$ cat config.mk
export PLATFORM = sky130hd
export DESIGN_NAME = pipeline_front_ctrl_flat
export DESIGN_NICKNAME = d
export VERILOG_FILES = /design/src/rtl/pipeline_pkg.sv /design/src/rtl/pipeline_front_ctrl_if.sv /design/src/rtl/pipeline_front_ctrl_chk.sv /design/src/rtl/sat_counter.sv /design/src/rtl/pipeline_front_ctrl.sv /design/src/flat_wrapper.sv
export SDC_FILE = /design/constraint.sdc
export NUM_CORES = 1
export LEC_CHECK = 0
export ABC_AREA = 1
export CAP_MARGIN = 15
export CORE_ASPECT_RATIO = 0.8
export CORE_MARGIN = 4
export CORE_UTILIZATION = 45
export CTS_CLUSTER_SIZE = 10
export DETAILED_ROUTE_END_ITERATION = 12
export GPL_ROUTABILITY_DRIVEN = 0
export PLACE_DENSITY = 0.79
export SLEW_MARGIN = 30
export SYNTH_ARGS = -nofsm -noshare
export SYNTH_HDL_FRONTEND = slang
export SYNTH_SLANG_ARGS = --single-unit
$ cat constraint.sdc
create_clock -name clk -period 20.4 [get_ports clk]
set_input_delay 4.08 -clock clk [delete_from_list [all_inputs] [get_ports clk]]
set_output_delay 4.08 -clock clk [all_outputs]
set_load 0.01 [all_outputs]
$ cat src/rtl/pipeline_pkg.sv
// Shared definitions for the pipeline front end: NOP encoding, control-bundle
// layout and the redirect FSM state type.
package pipeline_pkg;

  localparam int CTRL_W = 8;
  localparam logic [31:0] NOP_INSTR = 32'h0000_0013;

  // Bit positions inside the decoded control bundle.
  localparam int CTRL_REG_WRITE  = 7;
  localparam int CTRL_MEM_READ   = 6;
  localparam int CTRL_MEM_WRITE  = 5;
  localparam int CTRL_MEM_TO_REG = 4;
  localparam int CTRL_BRANCH     = 3;
  localparam int CTRL_ALU_SRC    = 2;
  localparam int CTRL_ALU_OP_HI  = 1;
  localparam int CTRL_ALU_OP_LO  = 0;

  typedef enum logic [0:0] {
    ST_RUN   = 1'b0,
    ST_FLUSH = 1'b1
  } fsm_state_t;

endpackage

$ cat src/rtl/pipeline_front_ctrl_if.sv
// Hazard-control, fetch/decode and counter signals between the pipeline and
// the front-end controller.
interface pipeline_front_ctrl_if #(
  parameter int XLEN   = 64,
  parameter int CTRL_W = 8,
  parameter int CNT_W  = 16
);

  logic              PCWrite;
  logic              IF_ID_Write;
  logic              ID_EX_mux_out;
  logic              branch_taken;
  logic [XLEN-1:0]   branch_target;
  logic [31:0]       instr_in;
  logic [CTRL_W-1:0] ctrl_in;
  logic [XLEN-1:0]   pc_out;
  logic [XLEN-1:0]   IF_ID_pc;
  logic [31:0]       IF_ID_instr;
  logic              IF_ID_valid;
  logic [CTRL_W-1:0] ID_EX_ctrl;
  logic [CNT_W-1:0]  stall_count;
  logic [CNT_W-1:0]  flush_count;

  modport master (
    output PCWrite, IF_ID_Write, ID_EX_mux_out, branch_taken, branch_target,
           instr_in, ctrl_in,
    input  pc_out, IF_ID_pc, IF_ID_instr, IF_ID_valid, ID_EX_ctrl,
           stall_count, flush_count
  );

  modport slave (
    input  PCWrite, IF_ID_Write, ID_EX_mux_out, branch_taken, branch_target,
           instr_in, ctrl_in,
    output pc_out, IF_ID_pc, IF_ID_instr, IF_ID_valid, ID_EX_ctrl,
           stall_count, flush_count
  );

endinterface

$ cat src/rtl/pipeline_front_ctrl_chk.sv
// Protocol checks on the hazard-unit controls seen by the front end.
module pipeline_front_ctrl_chk (
  input logic clk,
  input logic reset,
  input logic pc_write,
  input logic if_id_write
);

  // Advancing the PC while freezing IF/ID would drop an instruction.
  pc_write_without_if_id_write: assert property (
    @(posedge clk) disable iff (reset) !(pc_write && !if_id_write)
  );

endmodule

$ cat src/rtl/sat_counter.sv
// Event counter that sticks at all-ones instead of wrapping.
module sat_counter #(
  parameter int CNT_W = 16
) (
  input  logic             clk,
  input  logic             reset,
  input  logic             inc,
  output logic [CNT_W-1:0] count
);

  localparam logic [CNT_W-1:0] CNT_MAX = {CNT_W{1'b1}};
  localparam logic [CNT_W-1:0] CNT_ONE = {{(CNT_W-1){1'b0}}, 1'b1};

  logic [CNT_W-1:0] count_r;

  // Count qualifying edges until the top value is reached.
  always_ff @(posedge clk or posedge reset) begin
    if (reset) begin
      count_r <= {CNT_W{1'b0}};
    end else if (inc && (count_r != CNT_MAX)) begin
      count_r <= count_r + CNT_ONE;
    end else begin
      count_r <= count_r;
    end
  end

  assign count = count_r;

endmodule

$ cat src/rtl/pipeline_front_ctrl.sv
// Front-end control: PC, IF/ID register and ID/EX control field, driven by
// hazard-unit stall/bubble requests and EX-stage branch redirects.
module pipeline_front_ctrl #(
  parameter int              XLEN         = 64,
  parameter int              CTRL_W       = 8,
  parameter logic [XLEN-1:0] RESET_PC     = {XLEN{1'b0}},
  parameter int              FLUSH_CYCLES = 1,
  parameter int              CNT_W        = 16
) (
  input logic                  clk,
  input logic                  reset,
  pipeline_front_ctrl_if.slave bus
);

  import pipeline_pkg::*;

  localparam logic [1:0]      FLUSH_INIT = 2'(FLUSH_CYCLES - 1);
  localparam logic [XLEN-1:0] PC_STEP    = {{(XLEN-3){1'b0}}, 3'b100};

  fsm_state_t        state_r;
  fsm_state_t        state_nxt_s;
  logic [1:0]        fcnt_r;
  logic [1:0]        fcnt_nxt_s;
  logic              flush_s;
  logic [XLEN-1:0]   pc_r;
  logic [XLEN-1:0]   if_id_pc_r;
  logic [31:0]       if_id_instr_r;
  logic              if_id_valid_r;
  logic [CTRL_W-1:0] id_ex_ctrl_r;

  // Redirect FSM state register.
  always_ff @(posedge clk or posedge reset) begin
    if (reset) begin
      state_r <= ST_RUN;
      fcnt_r  <= 2'd0;
    end else begin
      state_r <= state_nxt_s;
      fcnt_r  <= fcnt_nxt_s;
    end
  end

  // The redirect edge is the first invalid decode cycle; FLUSH covers the
  // remaining ones and its last cycle (count zero) lets IF/ID load again.
  always_comb begin
    state_nxt_s = state_r;
    fcnt_nxt_s  = fcnt_r;
    flush_s     = 1'b0;
    if (bus.branch_taken) begin
      state_nxt_s = ST_FLUSH;
      fcnt_nxt_s  = FLUSH_INIT;
      flush_s     = 1'b1;
    end else begin
      case (state_r)
        ST_RUN: begin
          state_nxt_s = ST_RUN;
        end
        ST_FLUSH: begin
          if (fcnt_r == 2'd0) begin
            state_nxt_s = ST_RUN;
          end else begin
            fcnt_nxt_s = fcnt_r - 2'd1;
            flush_s    = 1'b1;
          end
        end
        default: begin
          state_nxt_s = ST_RUN;
          fcnt_nxt_s  = 2'd0;
        end
      endcase
    end
  end

  // Fetch PC: redirect beats stall.
  always_ff @(posedge clk or posedge reset) begin
    if (reset) begin
      pc_r <= RESET_PC;
    end else if (bus.branch_taken) begin
      pc_r <= bus.branch_target;
    end else if (bus.PCWrite) begin
      pc_r <= pc_r + PC_STEP;
    end else begin
      pc_r <= pc_r;
    end
  end

  // IF/ID register: flush beats stall.
  always_ff @(posedge clk or posedge reset) begin
    if (reset) begin
      if_id_pc_r    <= {XLEN{1'b0}};
      if_id_instr_r <= NOP_INSTR;
      if_id_valid_r <= 1'b0;
    end else if (flush_s) begin
      if_id_pc_r    <= pc_r;
      if_id_instr_r <= NOP_INSTR;
      if_id_valid_r <= 1'b0;
    end else if (bus.IF_ID_Write) begin
      if_id_pc_r    <= pc_r;
      if_id_instr_r <= bus.instr_in;
      if_id_valid_r <= 1'b1;
    end else begin
      if_id_pc_r    <= if_id_pc_r;
      if_id_instr_r <= if_id_instr_r;
      if_id_valid_r <= if_id_valid_r;
    end
  end

  // ID/EX control field: bubble on hazard request, redirect or empty decode.
  always_ff @(posedge clk or posedge reset) begin
    if (reset) begin
      id_ex_ctrl_r <= {CTRL_W{1'b0}};
    end else if (!bus.ID_EX_mux_out || bus.branch_taken || !if_id_valid_r) begin
      id_ex_ctrl_r <= {CTRL_W{1'b0}};
    end else begin
      id_ex_ctrl_r <= bus.ctrl_in;
    end
  end

  assign bus.pc_out      = pc_r;
  assign bus.IF_ID_pc    = if_id_pc_r;
  assign bus.IF_ID_instr = if_id_instr_r;
  assign bus.IF_ID_valid = if_id_valid_r;
  assign bus.ID_EX_ctrl  = id_ex_ctrl_r;

  sat_counter #(.CNT_W(CNT_W)) u_stall_cnt (
    .clk   (clk),
    .reset (reset),
    .inc   (~bus.PCWrite),
    .count (bus.stall_count)
  );

  sat_counter #(.CNT_W(CNT_W)) u_flush_cnt (
    .clk   (clk),
    .reset (reset),
    .inc   (bus.branch_taken),
    .count (bus.flush_count)
  );

  pipeline_front_ctrl_chk u_chk (
    .clk         (clk),
    .reset       (reset),
    .pc_write    (bus.PCWrite),
    .if_id_write (bus.IF_ID_Write)
  );

endmodule

$ cat src/flat_wrapper.sv
// flat-port wrapper written by rule: the top's interface ports become plain ports
module pipeline_front_ctrl_flat import pipeline_pkg::*;
#(
  parameter int              XLEN         = 64,
  parameter int              CTRL_W       = 8,
  parameter logic [XLEN-1:0] RESET_PC     = {XLEN{1'b0}},
  parameter int              FLUSH_CYCLES = 1,
  parameter int              CNT_W        = 16
)
  (clk, reset, bus_PCWrite, bus_IF_ID_Write, bus_ID_EX_mux_out, bus_branch_taken, bus_branch_target, bus_instr_in, bus_ctrl_in, bus_pc_out, bus_IF_ID_pc, bus_IF_ID_instr, bus_IF_ID_valid, bus_ID_EX_ctrl, bus_stall_count, bus_flush_count);
  pipeline_front_ctrl_if #(.XLEN(XLEN), .CTRL_W(CTRL_W), .CNT_W(CNT_W)) bus_i ();
  input logic clk;
  input logic reset;
  input wire logic [$bits(bus_i.PCWrite)-1:0] bus_PCWrite;
  input wire logic [$bits(bus_i.IF_ID_Write)-1:0] bus_IF_ID_Write;
  input wire logic [$bits(bus_i.ID_EX_mux_out)-1:0] bus_ID_EX_mux_out;
  input wire logic [$bits(bus_i.branch_taken)-1:0] bus_branch_taken;
  input wire logic [$bits(bus_i.branch_target)-1:0] bus_branch_target;
  input wire logic [$bits(bus_i.instr_in)-1:0] bus_instr_in;
  input wire logic [$bits(bus_i.ctrl_in)-1:0] bus_ctrl_in;
  output wire logic [$bits(bus_i.pc_out)-1:0] bus_pc_out;
  output wire logic [$bits(bus_i.IF_ID_pc)-1:0] bus_IF_ID_pc;
  output wire logic [$bits(bus_i.IF_ID_instr)-1:0] bus_IF_ID_instr;
  output wire logic [$bits(bus_i.IF_ID_valid)-1:0] bus_IF_ID_valid;
  output wire logic [$bits(bus_i.ID_EX_ctrl)-1:0] bus_ID_EX_ctrl;
  output wire logic [$bits(bus_i.stall_count)-1:0] bus_stall_count;
  output wire logic [$bits(bus_i.flush_count)-1:0] bus_flush_count;
  assign bus_i.PCWrite = bus_PCWrite;
  assign bus_i.IF_ID_Write = bus_IF_ID_Write;
  assign bus_i.ID_EX_mux_out = bus_ID_EX_mux_out;
  assign bus_i.branch_taken = bus_branch_taken;
  assign bus_i.branch_target = bus_branch_target;
  assign bus_i.instr_in = bus_instr_in;
  assign bus_i.ctrl_in = bus_ctrl_in;
  assign bus_pc_out = bus_i.pc_out;
  assign bus_IF_ID_pc = bus_i.IF_ID_pc;
  assign bus_IF_ID_instr = bus_i.IF_ID_instr;
  assign bus_IF_ID_valid = bus_i.IF_ID_valid;
  assign bus_ID_EX_ctrl = bus_i.ID_EX_ctrl;
  assign bus_stall_count = bus_i.stall_count;
  assign bus_flush_count = bus_i.flush_count;
  pipeline_front_ctrl #(.XLEN(XLEN), .CTRL_W(CTRL_W), .RESET_PC(RESET_PC), .FLUSH_CYCLES(FLUSH_CYCLES), .CNT_W(CNT_W)) u_core (.clk(clk), .reset(reset), .bus(bus_i));
endmodule
* Word-level counts from Yosys, hierarchy flattened
Index checks and enable logic that the tools add are counted.
** Operators by class
- Add/subtract/negate cells :: 4
- Equality and inequality tests :: 3
- Muxes and demuxes :: 17
- Bitwise operators :: 2
- Reduce and logical (&&, ||, !) cells :: 11
** Operators by type and width (count)
- $mux W64 :: 4
- $add A64 B3 Y64 const B :: 1
- $mux W32 :: 2
- $add A16 B1 Y16 const B :: 2
- $ne A16 B16 Y1 const B :: 2
- $mux W8 :: 1
- $mux W1 :: 6
- $mux W2 :: 3
- $reduce_bool A2 Y1 :: 3
- $logic_and A1 B1 Y1 :: 2
- $logic_not A1 Y1 :: 2
- $logic_not A2 Y1 :: 1
- $logic_or A1 B1 Y1 :: 2
- $ne A2 B2 Y1 const B :: 1
- $not A1 Y1 :: 2
- $pmux W1 S2 :: 1
- $reduce_and A2 Y1 :: 1
- $sub A2 B1 Y2 const B :: 1
** Word-level totals
- Bits in registers :: 204
- Bits of input ports :: 110
- Output and inout bits :: 201
- Logic and storage cells :: 46

* Longest topological paths before layout
- Depth in word-level cells :: 5
- Gate-level depth with buffers :: 11
- Depth with buffers taken out :: 11

* Cells and area by module
Synthesis repeated with hierarchy kept, for this count alone.
** Second synthesis, totals
- Cells, all modules :: 1360
- Area, all modules :: 10646.5 sq um
** Modules (own cells, without submodules)
- pipeline_front_ctrl :: times used 1, cells each 1060, area an instance 8506.9 sq um, seq. area each 4307.9 sq um
- sat_counter :: times used 2, cells each 150, area an instance 1069.8 sq um, seq. area each 400.4 sq um

* Worst setup path before layout
No wires, ideal clock.
- Path kind :: input -> register
- From :: input port bus_branch_taken
- To :: register u_core.if_id_pc_r[10] (netlist: u_core.bus.IF_ID_pc[10])
- Setup time :: 130 ps
- Arrival :: 4997 ps
- Data required time :: 20270 ps
- Slack :: 15273 ps
- Stages :: 7
- Buffers on the path :: 3
- Cells stage by stage :: buf_2 > nor2_1 > inv_2 > nor2_1 > buf_2 > clkbuf_1 > o21ai_0
** On the way
- Word-level cells in the longest chain between the ends :: 2
- Elaborated cells on any way between the ends :: 3
- Those cells by class :: mux: 2; reduce/logical: 1
** Ends and longest elaborated chain
- from (decl) :: RTL line flat_wrapper.sv:17 : input wire logic [$bits(bus_i.branch_taken)-1:0] bus_branch_taken;
- $mux W1 * :: RTL line pipeline_front_ctrl.sv:48 : if (bus.branch_taken) begin
- named net u_core.flush_s :: RTL line pipeline_front_ctrl.sv:24 : logic flush_s;
- $mux W64 or $reduce_bool A2 Y1 (tied branches)
- to (signal assigned) :: RTL line pipeline_front_ctrl.sv:89 : if_id_pc_r <= {XLEN{1'b0}};
- to (signal assigned) :: RTL line pipeline_front_ctrl.sv:93 : if_id_pc_r <= pc_r;
- to (signal assigned) :: RTL line pipeline_front_ctrl.sv:97 : if_id_pc_r <= pc_r;
- to (decl) :: RTL line pipeline_front_ctrl.sv:26 : logic [XLEN-1:0] if_id_pc_r;
Mark *: on every way through the listed nets, which the timed path passes. The rest lies on a longest branch.
A chain may end at the register's enable or synchronous reset.

* Worst setup path after layout
- From :: input port bus_branch_taken
- To :: register u_core.if_id_instr_r[1] (netlist: u_core.bus.IF_ID_instr[1])
** On the way
- Word-level cells in the longest chain between the ends :: 2
- Elaborated cells on any way between the ends :: 3
- Those cells by class :: mux: 2; reduce/logical: 1
** Ends and longest elaborated chain
- $mux W1 * :: RTL line pipeline_front_ctrl.sv:48
- named net u_core.flush_s :: RTL line pipeline_front_ctrl.sv:24
- $mux W32 or $reduce_bool A2 Y1 (tied branches)
- to (signal assigned) :: RTL line pipeline_front_ctrl.sv:98 : if_id_instr_r <= bus.instr_in;
- to (signal assigned) :: RTL line pipeline_front_ctrl.sv:102 : if_id_instr_r <= if_id_instr_r;
- to (decl) :: RTL line pipeline_front_ctrl.sv:27 : logic [31:0] if_id_instr_r;
Marked as above.

==> run summary <==
status -> completed
synth top area cells -> dfrtp_1 49%, nand2_1 15%, nor2_1 5.4%, inv_1 4.8%, o21ai_0 4.1%
post-synthesis adder-cell area fraction -> 0.483%
Post-CTS Setup Inserts -> 0
placed insts -> 1,906
asr flop ratio synth -> 100%
global route overflow -> 0
post-DR wirelength/cell -> 18.9 µm
fraction of layout cells with a size suffix above 1 -> 4.05%
Slew headroom -> 45.4%
Routed Antenna Nets -> 0
Hold Buf Count CTS -> 0
Sum Neg Setup Slack -> 0 ns
post-layout min period -> 5.80 ns
worst-skew pair later-pin latency -> 0.52 ns
worst-margin pin slew -> 0.819 ns
routed via count -> 10,500
Hold Violations, Final -> 0
Bufs on Longest Clock Path -> 3
largest family of logic cells by synthesized area -> simple AND/OR/NAND/NOR gates
Synth Area per Inst -> 7.81 µm²
part of the power in registers -> 43.0%
unrepaired setup endpoints after global routing -> no
WS Path Type -> input port to flop
xor/xnor share of the synthesized area -> 3.04%
Post-Syn Nets -> 1,441
CP Launch Type -> input port
Peak supply drop -> 0.0620 mV
flops & latches, synth -> 204
top cells by count, synth -> 410 x nand2_1, 201 x dfrtp_1, 148 x nor2_1
Arrival @ worst endpoint -> 6.24 ns
WL final -> 36,700 µm
max_cap viols -> 0
TritonRoute pass-1 iters -> 7
P&R area growth vs syn -> 38.7%
hpwl dp -> 27,600 µm
post-synth cell types -> 32
Pint -> 840 µW
Clock Power Share -> 30.6%
post-synthesis mux area share -> 0%
share of the yosys chip area belonging to registers -> 49.3%
NetSw -> 392 µW
final setup fails -> 0
Synth Area in Simple Gates -> 27.4%
maximum clock rate -> 172 MHz
CTS root buffer -> clkbuf_16
largest net degree at the start of global routing -> 132
# clock sinks -> 204
Die ar. -> 0.0255 mm²
Yosys warnings -> 0
GRT Util Overall -> 27.8%
Die H -> 144 µm
compound-gate portion of the synthesized area -> 12.8%
Non-Filler Instances -> 1,938
Gate power share -> 26.4%
Setup crit end kind -> flop
Final Skew -> 0.0154 ns
core area -> 0.0226 mm²
TritonCTS clock tree -> done
vias in the first global route -> 9,983
final critical-path share of the clock period -> 28.4%
Die X -> 178 µm
top_reg_cell synth -> dfrtp_1
initial antenna violation count -> 2
Sw Share -> 31.8%
Worst-path clk slew -> 0.05 ns
IO Port Bufs -> 310
Syn Inst Count -> 1,327
Rows -> 49
PD cells -> 85.7 mW/mm²
post-synth top area share -> 48.5%
first-pass GRT wire length -> 56,000 µm
DRC viols -> 0
# resized after CTS -> 0
Vias/cell -> 5.40
LEAKAGE -> 0.00636 µW
I/O pin total -> 311
Worst Path Required -> 20.84 ns
Iter 0 DRT Violations -> 1,164
CTS Buf Count -> 24
Post-synth EDFFs -> 0
max-slew violations -> 0
area leader, netlist -> dfrtp_1
mapped cell area -> 0.0104 mm²
CP max FO -> 81
Fillers -> 1,897
Hold Path Class -> flop to flop
top-count cell post-synth -> nand2_1
H-tree Lvls -> 1
Initial Utilization -> 46.0%
fin nets -> 1,740
-- cell type report --
cell class              count  area (µm²)  area share [%]
multi-input cells         941        4560            31.7
flip-flops and latches    204        5110            35.5
diodes                      2        5.00          0.0348
well taps                 306         383            2.66
clock buffers              29         629            4.38
clock inverters             1        16.3           0.113
repair buffers            316        3150            21.9
inverters                 139         534            3.71
-- metrics by stage --
stage,worst slack [ns],area (µm²),total power [µW],utilization [%],hold slack [ns]
2_1_floorplan,10.76,10400,663,-,0.516
3_3_place_gp,14.09,13700,848,60.8,0.464
3_5_place_dp,14.04,13700,859,60.8,0.465
4_1_cts,14.58,14400,1240,63.7,0.481
5_1_grt,14.37,14400,1290,63.8,0.498
6_report,14.60,14400,1230,63.8,0.483
-- logic make-up after synthesis --
| logic type | after synthesis |
|---|---|
| adder cells (fa/ha/maj) | 4 |
| AO/OA/AOI/OAI | 210 |
| flip-flops | 204 |
| XOR/XNOR | 36 |
| AND/OR/NAND/NOR | 691 |
| buffers and inverters | 182 |
-- power by group through the flow --
stage | Clock [µW] | Combinational (µW) | Sequential [µW]
final | 377 | 325 | 530
after global routing | 396 | 355 | 538
after CTS | 381 | 327 | 528
after detailed placement | 0 | 325 | 534
after global placement | 0 | 316 | 532
after floorplan | 0 | 117 | 546
-- path summary, 6_finish.rpt --
| kind | startpoint | endpoint | slack [ns] | depth (start not counted) |
|---|---|---|---|---|
| setup / recovery | bus_branch_taken | u_core.bus.IF_ID_instr[1]$_DFFE_PP1P_ | 14.60 | 8 |
| hold / removal | u_core.bus.IF_ID_pc[19]$_DFFE_PP0P_ | u_core.bus.IF_ID_pc[19]$_DFFE_PP0P_ | 0.48 | 2 |
| setup reg to reg | u_core.fcnt_r[0]$_DFFE_PP0P_ | u_core.bus.IF_ID_instr[1]$_DFFE_PP1P_ | 18.10 | 9 |
| hold reg to reg | u_core.bus.IF_ID_pc[19]$_DFFE_PP0P_ | u_core.bus.IF_ID_pc[19]$_DFFE_PP0P_ | 0.48 | 2 |
| max in group asynchronous | reset | u_core.bus.ID_EX_ctrl[0]$_DFF_PP0_ | 15.11 | 3 |
| min in group asynchronous | reset | u_core.u_stall_cnt.count[11]$_DFFE_PP0P_ | 4.05 | 2 |
-- critical path, stage by stage --
cell and delay (ns):
buf_2 0.10, buf_4 0.36, nor2_1 0.24, inv_2 0.10, nor2_4 0.10, buf_4 0.60
inv_2 0.33, o22a_1 0.30
-- routing by layer --
metal / GRT usage [%] / wire [µm]
met5: 0 / 0
met4: 11.1 / 1490
met3: 8.02 / 3950
met2: 41.4 / 15600
met1: 38.6 / 15600
-- flip-flops by register name, summed over array words and instances (netlist names) --
register                  flops
u_core.bus.IF_ID_pc          64
u_core.bus.pc_out            64
u_core.bus.IF_ID_instr       32
u_core.u_flush_cnt.count     16
u_core.u_stall_cnt.count     16
u_core.bus.ID_EX_ctrl         8
u_core.fcnt_r                 2
u_core.bus.IF_ID_valid        1
u_core.state_r                1
-- placed cells by master (no fill, tap or decap), drive strengths merged, types with 2 or more instances in the layout --
cell type      synthesis  routed
a22o                  29      29
a22oi                 50      50
buf                   23       7
clkbuf                20      29
clkdlybuf4s50          0     309
clkinv                 1       3
dfrtp                201     201
dfstp                  3       3
diode                  0       2
ha                     4       4
inv                  138     137
nand2                419     419
nand3                 82      82
nand3b                 4       4
nand4                 14      14
nor2                 160     160
nor3                  11      11
o211ai                 2       2
o21ai                118     118
o221ai                 6       6
o22a                   3       3
xnor2                  6       6
xor2                  30      30
(Power assumes the default switching activity.)
